$ cat src/rtl/k_and_s_pkg.sv
// Shared types and constants for the K-and-S processor control path:
// decoded opcode set, control FSM states, ALU operation codes and the
// branch-condition helper.
package k_and_s_pkg;

  typedef enum logic [3:0] {
    I_NOP    = 4'd0,
    I_LOAD   = 4'd1,
    I_STORE  = 4'd2,
    I_MOVE   = 4'd3,
    I_ADD    = 4'd4,
    I_SUB    = 4'd5,
    I_AND    = 4'd6,
    I_OR     = 4'd7,
    I_BRANCH = 4'd8,
    I_BZERO  = 4'd9,
    I_BNZERO = 4'd10,
    I_BNEG   = 4'd11,
    I_BNNEG  = 4'd12,
    I_BOV    = 4'd13,
    I_BNOV   = 4'd14,
    I_HALT   = 4'd15
  } decoded_instruction_type;

  typedef enum logic [2:0] {
    S_FETCH  = 3'd0,
    S_DECODE = 3'd1,
    S_LOAD   = 3'd2,
    S_STORE  = 3'd3,
    S_ALU    = 3'd4,
    S_BRANCH = 3'd5,
    S_NEXT   = 3'd6,
    S_HALT   = 3'd7
  } ctrl_state_type;

  localparam logic [1:0] ALU_ADD = 2'b00;
  localparam logic [1:0] ALU_AND = 2'b01;
  localparam logic [1:0] ALU_OR  = 2'b10;
  localparam logic [1:0] ALU_SUB = 2'b11;

  // Branch condition from the flags visible in the branch cycle itself.
  // Non-branch opcodes never reach S_BRANCH, so they simply report 0.
  function automatic logic branch_taken(input decoded_instruction_type instr,
                                        input logic zero_f,
                                        input logic neg_f,
                                        input logic uovf_f);
    logic taken;
    taken = 1'b0;
    case (instr)
      I_BRANCH: taken = 1'b1;
      I_BZERO:  taken = zero_f;
      I_BNZERO: taken = ~zero_f;
      I_BNEG:   taken = neg_f;
      I_BNNEG:  taken = ~neg_f;
      I_BOV:    taken = uovf_f;
      I_BNOV:   taken = ~uovf_f;
      default:  taken = 1'b0;
    endcase
    return taken;
  endfunction

endpackage

$ cat src/rtl/control_unit.sv
// Multi-cycle control FSM for the K-and-S datapath. Every instruction is
// FETCH -> DECODE -> one execute state; HALT parks until reset.
// instr_count advances once per retired instruction (each pc_enable cycle).
module control_unit
  import k_and_s_pkg::*;
(
  input  logic                    clk,
  input  logic                    rst,
  input  decoded_instruction_type decoded_instruction,
  input  logic                    zero_op,
  input  logic                    neg_op,
  input  logic                    unsigned_overflow,
  input  logic                    signed_overflow,
  output logic                    branch,
  output logic                    pc_enable,
  output logic                    ir_enable,
  output logic                    addr_sel,
  output logic                    c_sel,
  output logic [1:0]              operation,
  output logic                    write_reg_enable,
  output logic                    flags_reg_enable,
  output logic                    ram_write_enable,
  output logic                    halt,
  output logic [15:0]             instr_count
);

  ctrl_state_type state, state_next;
  logic [15:0]    cnt_q;

  // No current condition tests signed overflow; kept on the port for the datapath contract.
  logic unused_sovf;
  assign unused_sovf = signed_overflow;

  assign instr_count = cnt_q;

  // State register; reset always restarts at a clean fetch.
  always_ff @(posedge clk) begin
    if (rst) state <= S_FETCH;
    else     state <= state_next;
  end

  // Retired-instruction counter, wraps naturally at 16 bits.
  always_ff @(posedge clk) begin
    if (rst)            cnt_q <= 16'd0;
    else if (pc_enable) cnt_q <= cnt_q + 16'd1;
  end

  // Next-state and output decode; everything defaults to inactive.
  always_comb begin
    state_next       = state;
    branch           = 1'b0;
    pc_enable        = 1'b0;
    ir_enable        = 1'b0;
    addr_sel         = 1'b0;
    c_sel            = 1'b0;
    operation        = ALU_ADD;
    write_reg_enable = 1'b0;
    flags_reg_enable = 1'b0;
    ram_write_enable = 1'b0;
    halt             = 1'b0;
    case (state)
      S_FETCH: begin
        ir_enable  = 1'b1;
        state_next = S_DECODE;
      end
      S_DECODE: begin
        // Register-file operand read happens here; only the dispatch matters.
        case (decoded_instruction)
          I_LOAD:                                        state_next = S_LOAD;
          I_STORE:                                       state_next = S_STORE;
          I_MOVE, I_ADD, I_SUB, I_AND, I_OR:             state_next = S_ALU;
          I_BRANCH, I_BZERO, I_BNZERO, I_BNEG, I_BNNEG,
          I_BOV, I_BNOV:                                 state_next = S_BRANCH;
          I_HALT:                                        state_next = S_HALT;
          default:                                       state_next = S_NEXT;
        endcase
      end
      S_LOAD: begin
        addr_sel         = 1'b1;
        c_sel            = 1'b1;
        write_reg_enable = 1'b1;
        pc_enable        = 1'b1;
        state_next       = S_FETCH;
      end
      S_STORE: begin
        addr_sel         = 1'b1;
        ram_write_enable = 1'b1;
        pc_enable        = 1'b1;
        state_next       = S_FETCH;
      end
      S_ALU: begin
        write_reg_enable = 1'b1;
        pc_enable        = 1'b1;
        state_next       = S_FETCH;
        case (decoded_instruction)
          I_ADD:   begin operation = ALU_ADD; flags_reg_enable = 1'b1; end
          I_AND:   begin operation = ALU_AND; flags_reg_enable = 1'b1; end
          I_OR:    begin operation = ALU_OR;  flags_reg_enable = 1'b1; end
          I_SUB:   begin operation = ALU_SUB; flags_reg_enable = 1'b1; end
          // MOVE passes the operand through as a|a without touching flags.
          default: begin operation = ALU_OR;  flags_reg_enable = 1'b0; end
        endcase
      end
      S_BRANCH: begin
        pc_enable  = 1'b1;
        branch     = branch_taken(decoded_instruction, zero_op, neg_op, unsigned_overflow);
        state_next = S_FETCH;
      end
      S_NEXT: begin
        pc_enable  = 1'b1;
        state_next = S_FETCH;
      end
      S_HALT: begin
        halt       = 1'b1;
        state_next = S_HALT;
      end
      default: state_next = S_FETCH;
    endcase
  end

endmodule

$ cat config.mk
export PLATFORM = sky130hd
export DESIGN_NAME = control_unit
export DESIGN_NICKNAME = d
export VERILOG_FILES = /design/src/rtl/k_and_s_pkg.sv /design/src/rtl/control_unit.sv
export SDC_FILE = /design/constraint.sdc
export NUM_CORES = 1
export LEC_CHECK = 0
export CAP_MARGIN = 25
export CELL_PAD_IN_SITES_DETAIL_PLACEMENT = 1
export CELL_PAD_IN_SITES_GLOBAL_PLACEMENT = 1
export CORE_AREA = 2 2 69 71
export DETAILED_ROUTE_END_ITERATION = 16
export DIE_AREA = 0 0 71 73
export HOLD_SLACK_MARGIN = 0.08
export PLACE_DENSITY_LB_ADDON = 0.1
export SLEW_MARGIN = 20
export SYNTH_ARGS = -nofsm -noshare
export SYNTH_HDL_FRONTEND = slang
export SYNTH_SLANG_ARGS = --single-unit
$ cat constraint.sdc
create_clock -name clk -period 6.08 [get_ports clk]
set_clock_uncertainty 0.15 [all_clocks]
set_input_delay 0.912 -clock clk [delete_from_list [all_inputs] [get_ports clk]]
set_output_delay 0.912 -clock clk [all_outputs]
set_load 0.01 [all_outputs]
## Yosys cells after proc, flatten, opt, wreduce, memory -nomap -nowiden

Memories as Yosys holds them, arrays and structs flattened.
Index checks and enable logic that the tools add are counted.

| operators by class | value |
|---|---|
| add/sub/neg operators | 1 |
| equality and inequality tests | 18 |
| multiplexer cells | 14 |
| bitwise logic cells | 3 |
| reduce and logical (&&, ||, !) cells | 5 |

Operator list:

| operator | count |
|---|---|
| $eq 4x4->1 const B | 7 |
| $add 16x1->16 const B | 1 |
| $eq 4x3->1 const B | 4 |
| $eq 3x3->1 const B | 4 |
| $pmux 3 s4 | 1 |
| $mux 1 | 10 |
| $pmux 1 s7 | 1 |
| $eq 3x2->1 const B | 2 |
| $pmux 2 s3 | 1 |
| $reduce_or 5->1 | 1 |
| $reduce_or 2->1 | 2 |
| $reduce_or 4->1 | 1 |
| $eq 3x1->1 const B | 1 |
| $logic_not 3->1 | 1 |
| $not 1->1 | 3 |
| $mux 2 | 1 |

| word-level totals | value |
|---|---|
| flip-flop bits (word level) | 19 |
| ROM bits | 48 |
| input bits | 10 |
| output and inout port bits | 27 |
| logic and storage cells | 44 |
| memories | 1 |

Memory list:

| memory | words | bits a word | read ports | clocked after memory_dff | wr ports | line | source |
|---|---|---|---|---|---|---|---|
| (no name shown) | 16 | 3 | 1 | 0 | 0 | control_unit.sv:68 | `case (decoded_instruction)` |

## Logic depth before layout (Yosys ltp)

| logic depth | value |
|---|---|
| depth after elaboration | 4 |
| gate-level depth with buffers | 6 |
| depth with buffers taken out | 6 |

## Least setup slack after synthesis

OpenSTA, ideal clock, no wires.

| timing path | value |
|---|---|
| kind | input port to output port |
| from | input port decoded_instruction[3] |
| to | output port flags_reg_enable |
| arrival | 1811 ps |
| setup slack | 3207 ps |
| cell stages on the path | 2 |
| cell sequence | or4b_2 a21oi_1 |

| between the ends | value |
|---|---|
| cells in the longest elaborated chain, start to end | 4 |
| elaborated cells on any way between the ends | 7 |
| classes of those cells | 4 x eq/ne; 2 x mux; 1 x reduce/logical |

Ends and longest elaborated chain:

| element | line | source |
|---|---|---|
| start, declared | control_unit.sv:9 | `input decoded_instruction_type decoded_instruction,` |
| $eq 4x3->1 | control_unit.sv:95 | `case (decoded_instruction)` |
| $reduce_or 4->1 (no source line) * | -- |  |
| $mux 1 * | control_unit.sv:95 |  |
| $mux 1 * | control_unit.sv:61 | `case (state)` |
| end, declared | control_unit.sv:21 | `output logic flags_reg_enable,` |

Every way passes the cells marked *; elsewhere a longest branch is shown, timed or not.

## Final worst setup path

| timing path | value |
|---|---|
| from | input port decoded_instruction[2] |
| to | output port flags_reg_enable |

The elaborated chain is that of the path after synthesis.

==> out/qor.yml <==
ys_ff_latch: 19
maxCapViolCount: 0
area_delta_synth_final_pct: 40.7
num_vias: 1070
max-clock-path-buffers: 2
insertedDiodeCount: 0
p_leak_nw: 0.510
rr_endpoint: "instr_count[15]"
report.final.setup_viol: 0
crit_end: "flags_reg_enable"
final_net_count: 184
ctsHoldBuffers: 0
path_class: "in2out"
rsz0062_at_grt: "false"
ys_seq_area_share_pct: 35.5
antenna_found_initial: 0
combPwrFrac_pct: 14.4
std_cell_rows: 25
synth.net_count: 149
dpl.hpwl_um: 2170
worstPathArrival_ns: 2.85
seq_area_um2: 380
min_period_ns: 3.91
drive_gt1_share_pct: 4.17
switching_share_pct: 25.7
power_frac_seq_pct: 50.9
synthesis.area_um2: 1070
startpoint: "decoded_instruction[2]"
fin_crit_sh_pct: 64.4
grt_usage_pct: 11.6
clk_pin_slew_ns: 0.08
die_x_um: 71
ir_drop_v: 0.0000607
overflow: 0
hold_path_class: "reg2reg"
cts_resized: 0
r2r_cells: 4
tightest_slew_ns: 0.657
placedCellCount: 218
die_h_um: 73
die-area_um2: 5180
synth_cell_types: 32
instances_no_fill: 222
clock_sink_count: 19
start_kind: "input port"
dr.first_iter.drc_count: 35
cp.required_ns: 5.02
clk_latency_ns: 0.26
cts_made_buffers: 3
clock_power_share_pct: 34.6
synthCells: 134
finalHoldViolCount: 0
io_pins: 37
port_buffers: 35
powerDensity_nw_per_um2: 171
vias_per_cell: 4.82
timing.fmax_mhz: 256
endpoint_kind: "primary output"
place.gp.congestion: 0.683
start_util_pct: 23.6
post_drt_wl_per_cell_um: 12.7
final_common_cell: "clkdlybuf4s50_1"
routed_wl_um: 2820
cts_tree: "built"
grt_pass1_wl_um: 4820
core_area_um2: 4540
internal_power_mw: 0.192
cts_setup_buffers: 0
fill_cells: 549
r2r_slack_ns: 3.95
first_global_vias: 1058
synth_area_per_cell_um2: 8.00
worstReg2RegStart: "state[2]"
dr.pass1.iters: 2
drv_slew: 0
switching_power_mw: 0.0663
multi_input_area_um2: 646
ys.warnings.count: 0
outcome: "finished clean"
grt_max_degree: 19
antenna_left: 0
htreeDepth: 1
root_buffer: "clkbuf_8"
layout_common_cells: "35 x clkdlybuf4s50_1, 19 x dfxtp_1, 18 x nor2_1, 15 x a21oi_1"
cp_max_fo: 8
slew_headroom_pct: 56.0
drcViolationCount: 0
tns_ns: 0
[worst max-delay path, stage by stage]
cell	delay (ns)
clkdlybuf4s50_1	0.60
or4b_2	0.64
a21oi_1	0.15
clkdlybuf4s50_1	0.55
[layer usage]
| layer | vias up | track usage (%) | wire (µm) |
|---|---|---|---|
| li1 | 537 | - | - |
| met1 | 506 | 14.4 | 1310 |
| met2 | 23 | 19.8 | 1360 |
| met3 | 4 | 2.62 | 121 |
| met4 | 0 | 3.77 | 27 |
| met5 | - | 0 | 0 |
[cell usage after synthesis (all sizes together)]
cell type	instances	area, µm²
nand3	5	25.0
or4	1	7.51
inv	5	18.8
nand2	8	30.0
nor4b	3	26.3
mux2i	2	20.0
nor4	1	6.26
buf	3	20.0
nor3	7	35.0
nor3b	1	7.51
and2	1	6.26
a21oi	15	75.1
nand2b	4	25.0
or3	6	37.5
and4	2	17.5
clkbuf	2	7.51
xor2	1	8.76
ha	5	62.6
dfxtp	19	380
o211ai	1	12.5
nand4	2	12.5
nor2	18	67.6
or4b	2	20.0
nand3b	1	7.51
o31ai	1	7.51
and3	2	17.5
o21ai	8	40.0
xnor2	8	70.1
[how the worst min path moves through the flow]
stage,cells past startpoint,start,slack [ns],to
floorplan,2,instr_count[15],0.35,instr_count[15]
global placement,2,instr_count[15],0.31,instr_count[15]
detailed placement,2,instr_count[15],0.33,instr_count[15]
CTS,2,instr_count[15],0.34,instr_count[15]
global route,2,instr_count[9],0.38,instr_count[9]
finish,2,instr_count[15],0.33,instr_count[15]
[flip-flops by register name, indices dropped and copies added (netlist names)]
register	cells
state	3
instr_count	16
[through the flow]
step           area [µm²]  total power, mW  utilization [%]  setup slack (ns)  hold WS, ns
2_1_floorplan        1070            0.154                -              3.21        0.346
3_3_place_gp         1460            0.172             32.2              2.19        0.308
3_5_place_dp         1460            0.173             32.2              2.17        0.330
4_1_cts              1510            0.263             33.3              2.17        0.341
5_1_grt              1510            0.274             33.3              2.11        0.379
6_report             1510            0.258             33.3              2.17        0.332
[cell type report]
cell class	count	area share (%)
Multi-Input combinational cell	105	42.8
Sequential cell	19	25.2
Timing Repair Buffer	35	23.2
Tap cell	54	4.48
Clock buffer	3	2.74
Inverter	5	1.24
Clock inverter	1	0.332
[power groups by stage]
stage | combinational, mW | clock (mW) | sequential, mW
finish | 0.0373 | 0.0895 | 0.132
floorplan | 0.0211 | 0 | 0.133
CTS | 0.0382 | 0.0935 | 0.132
global route | 0.0414 | 0.0996 | 0.133
global placement | 0.0372 | 0 | 0.135
detailed placement | 0.0380 | 0 | 0.135
[kinds of logic after synthesis]
kind of cell	after synthesis	share of synthesized area [%]
compound gates	25	12.6
buf+inv	10	4.32
simple gates	64	32.6
mux	2	1.87
xor+xnor	9	7.35
flops	19	35.5
fa+ha+maj	5	5.83
No activity file was read; power rests on OpenSTA's default activity.
